$ cat config.mk
export PLATFORM = sky130hd
export DESIGN_NAME = timer_irq_bank_flat
export DESIGN_NICKNAME = d
export VERILOG_FILES = /design/src/rtl/timer_irq_bank_pkg.sv /design/src/rtl/timer_irq_bank_if.sv /design/src/rtl/timer_irq_bank_channel.sv /design/src/rtl/timer_irq_bank.sv /design/src/flat_wrapper.sv
export SDC_FILE = /design/constraint.sdc
export NUM_CORES = 1
export LEC_CHECK = 0
export ABC_CLOCK_PERIOD_IN_PS = 3400
export BUFFER_PORTS_ARGS = -buffer_cell sky130_fd_sc_hd__buf_4
export CAP_MARGIN = 20
export CORE_MARGIN = 2
export CORE_UTILIZATION = 35
export CTS_CLUSTER_DIAMETER = 50
export DETAILED_ROUTE_END_ITERATION = 12
export HOLD_SLACK_MARGIN = 0.1
export PLACE_DENSITY_LB_ADDON = 0.1
export SETUP_SLACK_MARGIN = 0.1
export SYNTH_ARGS = -nofsm -noshare
export SYNTH_HDL_FRONTEND = slang
export SYNTH_SLANG_ARGS = --single-unit
export TNS_END_PERCENT = 100
$ cat constraint.sdc
create_clock -name clk -period 3.4 [get_ports clk]
set_input_delay 0.17 -clock clk [delete_from_list [all_inputs] [get_ports clk]]
set_output_delay 0.17 -clock clk [all_outputs]
set_load 0.05 [all_outputs]
$ cat src/rtl/timer_irq_bank_pkg.sv
// Shared definitions for the timer interrupt bank: register map, CTRL bit
// positions and the per-channel state encoding.
package timer_irq_bank_pkg;

    localparam logic [1:0] REG_RELOAD   = 2'd0;
    localparam logic [1:0] REG_PRESCALE = 2'd1;
    localparam logic [1:0] REG_CTRL     = 2'd2;
    localparam logic [1:0] REG_COUNT    = 2'd3;

    localparam int CTRL_START    = 0;
    localparam int CTRL_PERIODIC = 1;
    localparam int CTRL_STOP     = 2;

    typedef logic [1:0] chan_state_t;

    localparam chan_state_t ST_IDLE = 2'd0;
    localparam chan_state_t ST_RUN  = 2'd1;
    localparam chan_state_t ST_FIRE = 2'd2;

    typedef struct packed {
        logic periodic;
        logic running;
    } chan_status_t;

endpackage

$ cat src/rtl/timer_irq_bank_if.sv
// Single-cycle register bus between the CPU side and the timer bank.
interface timer_irq_bank_if #(
    parameter int ADDR_W = 4
);
    logic [ADDR_W-1:0] addr;
    logic              we;
    logic [31:0]       wdata;
    logic [31:0]       rdata;

    modport master (output addr, output we, output wdata, input rdata);
    modport slave  (input addr, input we, input wdata, output rdata);

endinterface

$ cat src/rtl/timer_irq_bank_channel.sv
// One countdown timer channel: RELOAD/PRESCALE registers, prescaler and the
// IDLE/RUN/FIRE sequencer producing a one-cycle irq pulse per expiry.
module timer_irq_channel
    import timer_irq_bank_pkg::*;
#(
    parameter int CNT_W = 32,
    parameter int PRE_W = 16
) (
    input  logic             clk,
    input  logic             reset,
    input  logic             i_we,
    input  logic [1:0]       i_reg,
    input  logic [31:0]      i_wdata,
    output logic             o_irq,
    output logic [CNT_W-1:0] o_count,
    output logic [CNT_W-1:0] o_reload,
    output logic [PRE_W-1:0] o_prescale,
    output chan_status_t     o_status
);

    localparam logic [CNT_W-1:0] CNT_ONE = CNT_W'(1);
    localparam logic [PRE_W-1:0] PRE_ONE = PRE_W'(1);

    chan_state_t      r_state;
    logic [CNT_W-1:0] r_reload;
    logic [CNT_W-1:0] r_count;
    logic [PRE_W-1:0] r_prescale;
    logic [PRE_W-1:0] r_pre;
    logic [PRE_W-1:0] r_curPre;
    logic             r_periodic;

    logic w_ctrlWr;
    logic w_start;
    logic w_stop;

    assign w_ctrlWr = i_we && (i_reg == REG_CTRL);
    assign w_stop   = w_ctrlWr && i_wdata[CTRL_STOP];
    assign w_start  = w_ctrlWr && i_wdata[CTRL_START] && (r_reload != '0);

    // STOP beats START, START beats normal counting. r_curPre is the prescale
    // latched at the last start/reload so live PRESCALE writes stay deferred.
    always_ff @(posedge clk) begin
        if (!reset) begin
            r_state    <= ST_IDLE;
            r_reload   <= '0;
            r_prescale <= '0;
            r_count    <= '0;
            r_pre      <= '0;
            r_curPre   <= '0;
            r_periodic <= 1'b0;
        end else begin
            if (i_we && (i_reg == REG_RELOAD))
                r_reload <= i_wdata[CNT_W-1:0];
            if (i_we && (i_reg == REG_PRESCALE))
                r_prescale <= i_wdata[PRE_W-1:0];

            if (w_stop) begin
                r_state <= ST_IDLE;
            end else if (w_start) begin
                r_state    <= ST_RUN;
                r_count    <= r_reload;
                r_pre      <= r_prescale;
                r_curPre   <= r_prescale;
                r_periodic <= i_wdata[CTRL_PERIODIC];
            end else begin
                case (r_state)
                    ST_RUN: begin
                        if ((r_count == CNT_ONE) && (r_pre == '0)) begin
                            r_state <= ST_FIRE;
                            r_count <= '0;
                        end else if (r_pre != '0) begin
                            r_pre <= r_pre - PRE_ONE;
                        end else begin
                            r_pre   <= r_curPre;
                            r_count <= r_count - CNT_ONE;
                        end
                    end
                    ST_FIRE: begin
                        // The FIRE cycle is the first tick of the next period, so
                        // reload one step ahead; a 1-cycle period stretches to 2.
                        if (!r_periodic || (r_reload == '0)) begin
                            r_state <= ST_IDLE;
                        end else begin
                            r_state  <= ST_RUN;
                            r_curPre <= r_prescale;
                            if (r_prescale != '0) begin
                                r_count <= r_reload;
                                r_pre   <= r_prescale - PRE_ONE;
                            end else begin
                                r_count <= (r_reload == CNT_ONE) ? CNT_ONE : (r_reload - CNT_ONE);
                                r_pre   <= '0;
                            end
                        end
                    end
                    default: ;
                endcase
            end
        end
    end

    assign o_irq           = (r_state == ST_FIRE);
    assign o_count         = r_count;
    assign o_reload        = r_reload;
    assign o_prescale      = r_prescale;
    assign o_status.running  = (r_state != ST_IDLE);
    assign o_status.periodic = r_periodic;

endmodule

$ cat src/rtl/timer_irq_bank.sv
// Timer interrupt bank top: address decode, channel array and registered read mux.
// Defining TIMER_STATUS_LATCH_EN adds a sticky bank-wide STATUS register.
module timer_irq_bank
    import timer_irq_bank_pkg::*;
#(
    parameter int NUM_TIMERS = 3,
    parameter int CNT_W      = 32,
    parameter int PRE_W      = 16
) (
    input  logic                  clk,
    input  logic                  reset,
    timer_irq_bank_if.slave       bus,
    output logic [NUM_TIMERS-1:0] irq
);

    logic [3:0]            w_chan;
    logic [1:0]            w_reg;
    logic [NUM_TIMERS-1:0] w_chWe;
    logic [NUM_TIMERS-1:0] w_irq;
    logic [CNT_W-1:0]      w_count    [NUM_TIMERS];
    logic [CNT_W-1:0]      w_reload   [NUM_TIMERS];
    logic [PRE_W-1:0]      w_prescale [NUM_TIMERS];
    chan_status_t          w_status   [NUM_TIMERS];
    logic [31:0]           w_rdNext;
    logic [31:0]           r_rdata;

    assign w_chan = 4'(bus.addr >> 2);
    assign w_reg  = bus.addr[1:0];

    for (genvar gi = 0; gi < NUM_TIMERS; gi++) begin : g_chan
        assign w_chWe[gi] = bus.we && (w_chan == 4'(gi));

        timer_irq_channel #(
            .CNT_W (CNT_W),
            .PRE_W (PRE_W)
        ) u_chan (
            .clk        (clk),
            .reset      (reset),
            .i_we       (w_chWe[gi]),
            .i_reg      (w_reg),
            .i_wdata    (bus.wdata),
            .o_irq      (w_irq[gi]),
            .o_count    (w_count[gi]),
            .o_reload   (w_reload[gi]),
            .o_prescale (w_prescale[gi]),
            .o_status   (w_status[gi])
        );
    end

`ifdef TIMER_STATUS_LATCH_EN
    logic [NUM_TIMERS-1:0] r_status;
    logic                  w_statusWr;

    assign w_statusWr = bus.we && (w_chan == 4'(NUM_TIMERS)) && (w_reg == REG_RELOAD);

    // Write-one-to-clear; an expiry in the same cycle sets the bit again.
    always_ff @(posedge clk) begin
        if (!reset)
            r_status <= '0;
        else if (w_statusWr)
            r_status <= (r_status & ~bus.wdata[NUM_TIMERS-1:0]) | w_irq;
        else
            r_status <= r_status | w_irq;
    end
`endif

    always_comb begin
        w_rdNext = '0;
        for (int i = 0; i < NUM_TIMERS; i++) begin
            if (w_chan == 4'(i)) begin
                case (w_reg)
                    REG_RELOAD:   w_rdNext = 32'(w_reload[i]);
                    REG_PRESCALE: w_rdNext = 32'(w_prescale[i]);
                    REG_CTRL:     w_rdNext = {30'd0, w_status[i].periodic, w_status[i].running};
                    default:      w_rdNext = 32'(w_count[i]);
                endcase
            end
        end
`ifdef TIMER_STATUS_LATCH_EN
        if ((w_chan == 4'(NUM_TIMERS)) && (w_reg == REG_RELOAD))
            w_rdNext = 32'(r_status);
`endif
    end

    always_ff @(posedge clk) begin
        if (!reset)
            r_rdata <= '0;
        else
            r_rdata <= w_rdNext;
    end

    assign bus.rdata = r_rdata;
    assign irq       = w_irq;

endmodule

$ cat src/flat_wrapper.sv
// flat-port wrapper written by rule: the top's interface ports become plain ports
module timer_irq_bank_flat import timer_irq_bank_pkg::*;
#(
    parameter int NUM_TIMERS = 3,
    parameter int CNT_W      = 32,
    parameter int PRE_W      = 16
)
  (clk, reset, irq, bus_addr, bus_we, bus_wdata, bus_rdata);
  timer_irq_bank_if #(.ADDR_W(4)) bus_i ();
  input  logic clk;
  input  logic reset;
  output logic [NUM_TIMERS-1:0] irq;
  input wire logic [$bits(bus_i.addr)-1:0] bus_addr;
  input wire logic [$bits(bus_i.we)-1:0] bus_we;
  input wire logic [$bits(bus_i.wdata)-1:0] bus_wdata;
  output wire logic [$bits(bus_i.rdata)-1:0] bus_rdata;
  assign bus_i.addr = bus_addr;
  assign bus_i.we = bus_we;
  assign bus_i.wdata = bus_wdata;
  assign bus_rdata = bus_i.rdata;
  timer_irq_bank #(.NUM_TIMERS(NUM_TIMERS), .CNT_W(CNT_W), .PRE_W(PRE_W)) u_core (.clk(clk), .reset(reset), .bus(bus_i), .irq(irq));
endmodule
# ---- After elaboration in Yosys (flattened, before gate mapping)
# Index checks and enable logic that the tools add are counted.
dict set report op_classes {
  reduce_logical 83
  n_mux 66
  shifts 0
  n_bitwise 4
  multipliers 0
  div_mod_pow 0
  add_sub_neg 12
  eq_ne 34
  order_cmp 0
}
# cell count
set op_table {}
lappend op_table {{$mux W32} 21}
lappend op_table {{$mux W16} 24}
lappend op_table {{$pmux W32 S3} 3}
lappend op_table {{$eq A32 B1 Y1 const B} 6}
lappend op_table {{$pmux W32 S2} 3}
lappend op_table {{$sub A32 B1 Y32 const B} 6}
lappend op_table {{$logic_not A32 Y1} 3}
lappend op_table {{$pmux W16 S2} 3}
lappend op_table {{$reduce_bool A16 Y1} 6}
lappend op_table {{$reduce_bool A32 Y1} 3}
lappend op_table {{$sub A16 B1 Y16 const B} 6}
lappend op_table {{$logic_not A16 Y1} 3}
lappend op_table {{$ne A3 B3 Y1 const B} 9}
lappend op_table {{$logic_and A1 B1 Y1} 24}
lappend op_table {{$reduce_and A4 Y1} 6}
lappend op_table {{$reduce_and A2 Y1} 9}
lappend op_table {{$reduce_bool A2 Y1} 9}
lappend op_table {{$ne A2 B2 Y1 const B} 6}
lappend op_table {{$ne A4 B4 Y1 const B} 3}
lappend op_table {{$pmux W2 S2} 3}
lappend op_table {{$eq A2 B1 Y1 const B} 5}
lappend op_table {{$eq A2 B2 Y1 const B} 5}
lappend op_table {{$reduce_and A3 Y1} 3}
lappend op_table {{$reduce_bool A3 Y1} 3}
lappend op_table {{9 further kinds} 27}
dict set report word_totals {
  latch_bits 0
  wordCells 224
  inputBits 39
  regBits 377
  mem_bits_ro 0
  out_inout_bits 35
  mem_count 0
  ramBits 0
}

# ---- Longest topological paths before layout
dict set report depth {
  ltp_word 7
  ltp_mapped 12
}

# ---- Hierarchy
# From an unflattened synthesis, not the netlist that was laid out.
dict set report unflattened {
  hier_cells 3270
  hier_area_um2 24327.1
}
# module instances cells_each area_per_inst_um2 seq_area_each_um2
set modules_own_cells {}
lappend modules_own_cells {{timer_irq_channel at u_core.g_chan[1].u_chan ...} 2 966 7171.9 2302.2}
lappend modules_own_cells {{timer_irq_channel at u_core.g_chan[0].u_chan} 1 976 7035.5 2302.2}
lappend modules_own_cells {timer_irq_bank 1 362 2947.8 640.6}

# ---- Worst setup path before layout
# No wires, ideal clock.
dict set report synth_timing {
  path_type {reg2reg}
  startpoint {reg u_core.g_chan[1].u_chan.r_pre[0]}
  endpoint {reg u_core.g_chan[1].u_chan.r_pre[6]}
  t_arrival_ns 2.561
  path_buffers 2
  stages_incl_launch_ff 12
  path_slack_ns 0.706
  cell_sequence {dfxtp_1 > inv_1 > ha_1 > or3b_2 > or3_1 > or2_2 > clkbuf_1 > buf_2 > o211ai_1 > o31ai_1 > a22oi_1 > a21oi_1}
}
dict set report synth_via {
  elab_chain_cells 5
}
# item line_no
set synth_lines {}
lappend synth_lines {{start: declaration} timer_irq_bank_channel.sv:28} ;# logic [PRE_W-1:0] r_pre;
lappend synth_lines {{start signal: assignment} timer_irq_bank_channel.sv:62} ;# r_pre <= r_prescale;
lappend synth_lines {{start signal: assignment} timer_irq_bank_channel.sv:72} ;# r_pre <= r_pre - PRE_ONE;
lappend synth_lines {{start signal: assignment} timer_irq_bank_channel.sv:74} ;# r_pre <= r_curPre;
lappend synth_lines {{$sub A16 B1 Y16 or $reduce_bool A16 Y1 (tied branches)} {timer_irq_bank_channel.sv:72, timer_irq_bank_channel.sv:71}}
lappend synth_lines {{$mux W16} timer_irq_bank_channel.sv:71} ;# end else if (r_pre != '0) begin
lappend synth_lines {{$mux W16} timer_irq_bank_channel.sv:68} ;# if ((r_count == CNT_ONE) && (r_pre == '0)) begin
lappend synth_lines {{$pmux W16 S2} timer_irq_bank_channel.sv:66} ;# case (r_state)
lappend synth_lines {{$mux W16} timer_irq_bank_channel.sv:59} ;# end else if (w_start) begin
# Several ways; a longest one is shown, not always the timed one. The select of a mux whose other input is x is not followed.
# A chain may end at the register's enable or synchronous reset.

# ---- Worst setup path in the final report
dict set report layout_timing {
  startpoint {reg u_core.g_chan[1].u_chan.r_prescale[8]}
  endpoint {reg u_core.g_chan[1].u_chan.r_count[9]}
}
dict set report layout_via {
  elab_chain_cells 5
}
# item line_no
set layout_lines {}
lappend layout_lines {{start: declaration} timer_irq_bank_channel.sv:27} ;# logic [PRE_W-1:0] r_prescale;
lappend layout_lines {{start signal: assignment} timer_irq_bank_channel.sv:55} ;# r_prescale <= i_wdata[PRE_W-1:0];
lappend layout_lines {{$reduce_bool A16 Y1} timer_irq_bank_channel.sv:86} ;# if (r_prescale != '0) begin
lappend layout_lines {{$mux W32} timer_irq_bank_channel.sv:86}
lappend layout_lines {{$mux W32} timer_irq_bank_channel.sv:81} ;# if (!r_periodic || (r_reload == '0)) begin
lappend layout_lines {{$pmux W32 S2} timer_irq_bank_channel.sv:66}
lappend layout_lines {{$mux W32} timer_irq_bank_channel.sv:59}
lappend layout_lines {{end signal: assignment} timer_irq_bank_channel.sv:61} ;# r_count <= r_reload;
lappend layout_lines {{end signal: assignment} timer_irq_bank_channel.sv:87} ;# r_count <= r_reload;
lappend layout_lines {{end signal: assignment} timer_irq_bank_channel.sv:90} ;# r_count <= (r_reload == CNT_ONE) ? CNT_ONE : (r_reload - CNT_ONE);
lappend layout_lines {{end: declaration} timer_irq_bank_channel.sv:26} ;# logic [CNT_W-1:0] r_count;
# No other way between the ends. The select of a mux whose other input is x is not followed.

==> impl_table.tex <==
\begin{tabular}{lr}
\hline
Metric & Value \\
\hline
\multicolumn{2}{l}{\textbf{Detailed routing}} \\
Total length of routed met3 wires & 8.11 mm \\
Residual DRC & 0 \\
Routed length per placed instance & 25.0 µm \\
Met2 Routed Length & 49.2 mm \\
Residual antenna-violating net count after detailed routing & 0 \\
Initial DRC Count & 2624 \\
Length of the first detailed-routing pass in iterations & 8 \\
Uppermost layer routed & met4 \\
Wire length after detailed routing & 110 mm \\
M1 wire length & 48.2 mm \\
Total number of vias & 26900 \\
Routed via count divided by cell count & 6.11 \\
\multicolumn{2}{l}{\textbf{Synthesis}} \\
Top cell type's share of synthesized area & 31.4\% \\
EDFF count, synth & 0 \\
Number of warnings issued by yosys & 0 \\
Syn Area/Cell & 7.22 µm² \\
Post-Syn Area & 24100 µm² \\
Count of state elements after synthesis & 377 \\
Top area cells in the synthesized netlist & sky130\_fd\_sc\_hd\_\_dfxtp\_1 (31\%), sky130\_fd\_sc\_hd\_\_a21oi\_1 (7.4\%), sky130\_fd\_sc\_hd\_\_nand2\_1 (7.4\%) \\
Share of flip-flops with an asynchronous set or reset after synthesis & 0\% \\
Simple-gate share of the synthesized area & 28.0\% \\
Net count after synthesis & 3395 \\
Synth area leader & sky130\_fd\_sc\_hd\_\_dfxtp\_1 \\
Largest family of logic cells by synthesized area & simple AND/OR/NAND/NOR gates \\
Library cells used by synthesis & 93 \\
Post-Synthesis Cells & 3335 \\
Fraction of the yosys area taken by sequential cells & 31.4\% \\
Post-synthesis share of cell area spent on xor and xnor gates & 4.19\% \\
Top cell types by occurrence after synthesis & sky130\_fd\_sc\_hd\_\_nand2\_1 (474), sky130\_fd\_sc\_hd\_\_dfxtp\_1 (377), sky130\_fd\_sc\_hd\_\_a21oi\_1 (358), sky130\_fd\_sc\_hd\_\_o21ai\_0 (324), sky130\_fd\_sc\_hd\_\_nor2\_1 (306) \\
Adder-cell share of the synthesized area & 1.09\% \\
Cell with the most instances after synthesis & sky130\_fd\_sc\_hd\_\_nand2\_1 \\
Portion of netlist area occupied by mux cells & 4.52\% \\
Post-synthesis compound-gate area fraction & 25.0\% \\
Post-synth top flop & sky130\_fd\_sc\_hd\_\_dfxtp\_1 \\
\multicolumn{2}{l}{\textbf{Placed design}} \\
Dpl cells & 4241 \\
HPWL Detailed & 78.4 mm \\
Last weighted congestion value of the routability-driven placer & 0.947 \\
Number of buffer cells added on primary ports & 73 \\
\multicolumn{2}{l}{\textbf{STA}} \\
\# setup viols final & 0 \\
Worst clock skew & 0.0301 ns \\
Max Clk Rate & 320 MHz \\
Fraction of the cycle the final worst path needs & 91.9\% \\
Total Neg Setup Slack & 0 ns \\
Number of pins exceeding their max-slew limit in the final report & 0 \\
Final min period & 3.13 ns \\
Measured slew at the worst slew-check pin & 1.15 ns \\
Setup repair after global routing missed its margin & yes \\
Hold Vio Cnt, Final & 0 \\
Max-slew headroom at the worst pin & 23.5\% \\
\multicolumn{2}{l}{\textbf{Setup path}} \\
Setup crit start kind & flip-flop \\
Launch point of the worst reg-to-reg path & u\_core.g\_chan[1].u\_chan.o\_prescale[8] \\
Nature of the critical path endpoint & flip-flop \\
Crit path arrival time & 3.61 ns \\
Path type of the worst setup path & reg2reg \\
R2r endpoint & u\_core.g\_chan[1].u\_chan.o\_count[9] \\
Worst reg2reg setup slack & 0.27 ns \\
Data required time of the critical path & 3.89 ns \\
Worst setup path start & u\_core.g\_chan[1].u\_chan.o\_prescale[8] \\
Number of cell instances on the worst register-to-register path & 8 \\
Highest fanout seen on the critical path & 10 \\
\multicolumn{2}{l}{\textbf{Clock network}} \\
Clock Path Buffers & 3 \\
Number of clock buffers inserted by TritonCTS & 70 \\
H-tree depth & 3 \\
Buffer count from post-CTS setup fixing & 0 \\
Clock root buffer & sky130\_fd\_sc\_hd\_\_clkbuf\_16 \\
Clock Sinks & 377 \\
CTS tree & done \\
Clock slew at reported path FFs & 0.06 ns \\
Clk\_lat worst skew & 0.62 ns \\
\multicolumn{2}{l}{\textbf{Finish}} \\
Number of standard cells in the final layout excluding fillers & 4398 \\
Post-layout net count & 3526 \\
Area delta synth->final & 21.7\% \\
Fill count & 7038 \\
Share of cells above drive strength 1 & 15.1\% \\
\multicolumn{2}{l}{\textbf{Die}} \\
Number of rows in the core area & 96 \\
Core footprint & 68300 µm² \\
Die Span X & 266 µm \\
Number of ports placed on the die boundary & 74 \\
Initial core utilization & 35.2\% \\
Die H & 266 µm \\
Die area & 70900 µm² \\
\multicolumn{2}{l}{\textbf{Global routing}} \\
Vias in the first global route & 25300 \\
Initial antenna violation count & 0 \\
Gr ovfl total & 0 \\
Wire length of the first global-routing pass & 165 mm \\
Total routing usage reported by global routing & 30.2\% \\
Maximum number of pins on one net before global-route repair & 138 \\
\multicolumn{2}{l}{\textbf{Min path}} \\
Worst min path class & in2reg \\
Hold path startpoint & bus\_we \\
Endpoint with the worst hold slack & u\_core.g\_chan[1].u\_chan.r\_state[1] \\
Worst hold path cell count & 4 \\
\multicolumn{2}{l}{\textbf{Power}} \\
Areal power density over the cells & 495 nW/µm² \\
Peak ir drop on the vdd network & 330 µV \\
Leak Pwr & 11.3 nW \\
\multicolumn{2}{l}{\textbf{Run}} \\
Max-cap check violation count & 0 \\
\multicolumn{2}{l}{\textbf{Run status}} \\
Result of the run & finished, final reports clean \\
\hline
\end{tabular}
==> flip-flops by register name, indices dropped and copies added, names as in the netlist <==
signal / cells
u_core.g_chan.u_chan.o_prescale: 48
u_core.g_chan.u_chan.r_state: 6
u_core.g_chan.u_chan.r_curPre: 48
u_core.g_chan.u_chan.r_periodic: 3
u_core.g_chan.u_chan.r_pre: 48
u_core.g_chan.u_chan.o_reload: 96
u_core.g_chan.u_chan.o_count: 96
u_core.bus.rdata: 32
==> critical path, stage by stage, from the launching register on <==
cell and delay [ns]:
sky130_fd_sc_hd__dfxtp_1 0.35, sky130_fd_sc_hd__nor4_1 0.69, sky130_fd_sc_hd__nand4_1 0.37, sky130_fd_sc_hd__nor4_1 0.49
sky130_fd_sc_hd__nand2b_1 0.41, sky130_fd_sc_hd__buf_4 0.25, sky130_fd_sc_hd__a21oi_1 0.05, sky130_fd_sc_hd__o21ai_0 0.25
sky130_fd_sc_hd__a31oi_1 0.12
==> final cells by class <==
type / count / area, µm² / share of cell area [%]
multi-input cells: 2627 / 15200 / 52.0
flip-flops and latches: 377 / 7550 / 25.8
repair buffers: 347 / 2780 / 9.50
clock buffers: 87 / 1970 / 6.73
well taps: 882 / 1100 / 3.77
clock inverters: 34 / 485 / 1.66
inverters: 43 / 169 / 0.577
diodes: 1 / 2.50 / 0.00855
==> kinds of logic after synthesis <==
group,count (synthesis)
simple gates,1369
compound gates,1014
flops,377
buf+inv,332
xor+xnor,115
mux,107
fa+ha+maj,21
==> repair_timing <==
item	in CTS	in global routing
hold buffers	33	0
setup endpoints to repair	0	20
resized for setup	0	4
hold endpoints to repair	167	0
==> layer usage <==
| layer | up-vias | global-route usage (%) |
|---|---|---|
| met5 | - | 0 |
| met4 | 0 | 11.1 |
| met3 | 226 | 4.76 |
| met2 | 1216 | 48.1 |
| met1 | 13000 | 41.1 |
| li1 | 12400 | - |
==> worst max-delay path by stage <==
stage	depth (start not counted)	slack, ns	end
2_1_floorplan	11	0.71	u_core.g_chan[1].u_chan.r_pre[6]
3_5_place_dp	9	0.25	u_core.g_chan[0].u_chan.o_count[4]
6_report	8	0.27	u_core.g_chan[1].u_chan.o_count[9]
4_1_cts	9	0.18	u_core.g_chan[0].u_chan.o_count[4]
3_3_place_gp	8	0.20	u_core.g_chan[0].u_chan.r_pre[1]
5_1_grt	10	0.09	u_core.g_chan[0].u_chan.o_count[31]
==> cell usage in the layout (no fill, tap or decap), types with 15 or more instances in the layout <==
cell | synthesis | routed
sky130_fd_sc_hd__nand2_1 | 474 | 474
sky130_fd_sc_hd__dfxtp_1 | 377 | 377
sky130_fd_sc_hd__a21oi_1 | 358 | 358
sky130_fd_sc_hd__o21ai_0 | 324 | 324
sky130_fd_sc_hd__buf_4 | 15 | 306
sky130_fd_sc_hd__nor2_1 | 306 | 305
sky130_fd_sc_hd__nor3_1 | 134 | 132
sky130_fd_sc_hd__mux2i_1 | 93 | 93
sky130_fd_sc_hd__nand3_1 | 88 | 88
sky130_fd_sc_hd__nor4_1 | 77 | 76
sky130_fd_sc_hd__clkbuf_16 | 0 | 75
sky130_fd_sc_hd__a31oi_1 | 71 | 68
sky130_fd_sc_hd__xnor2_1 | 67 | 67
sky130_fd_sc_hd__xor2_1 | 48 | 48
sky130_fd_sc_hd__inv_1 | 40 | 40
sky130_fd_sc_hd__or4_1 | 37 | 37
sky130_fd_sc_hd__o22ai_1 | 37 | 37
sky130_fd_sc_hd__nand4_1 | 35 | 35
sky130_fd_sc_hd__dlygate4sd3_1 | 0 | 33
sky130_fd_sc_hd__and3_1 | 32 | 32
sky130_fd_sc_hd__o211ai_1 | 30 | 30
sky130_fd_sc_hd__or3_1 | 29 | 29
sky130_fd_sc_hd__a211oi_1 | 27 | 27
sky130_fd_sc_hd__ha_1 | 21 | 21
sky130_fd_sc_hd__nand2b_1 | 19 | 19
sky130_fd_sc_hd__a221oi_1 | 17 | 17
sky130_fd_sc_hd__nor3b_1 | 15 | 15
sky130_fd_sc_hd__nand4b_1 | 15 | 15
==> power breakdown <==
group | switching, W | leakage, nW | internal (W) | total, W
Clock | 0.00261 | 1.19 | 0.00488 | 0.00749
Sequential | 0.0000739 | 3.04 | 0.00448 | 0.00455
Combinational | 0.00154 | 7.10 | 0.000898 | 0.00244
==> metrics by stage <==
| step | setup WS [ns] | hold WS [ns] | area [µm²] | total power [W] | util (%) |
|---|---|---|---|---|---|
| after floorplan | 0.706 | 0.306 | 24100 | 0.00618 | - |
| after global placement | 0.195 | 0.445 | 26400 | 0.00699 | 38.6 |
| after detailed placement | 0.251 | 0.450 | 26400 | 0.00700 | 38.7 |
| after CTS | 0.182 | 0.107 | 29200 | 0.0145 | 42.7 |
| after global routing | 0.0877 | 0.159 | 29300 | 0.0150 | 42.8 |
| final | 0.274 | 0.148 | 29300 | 0.0145 | 42.8 |
Note: power is estimated with default switching activity, not from simulation.
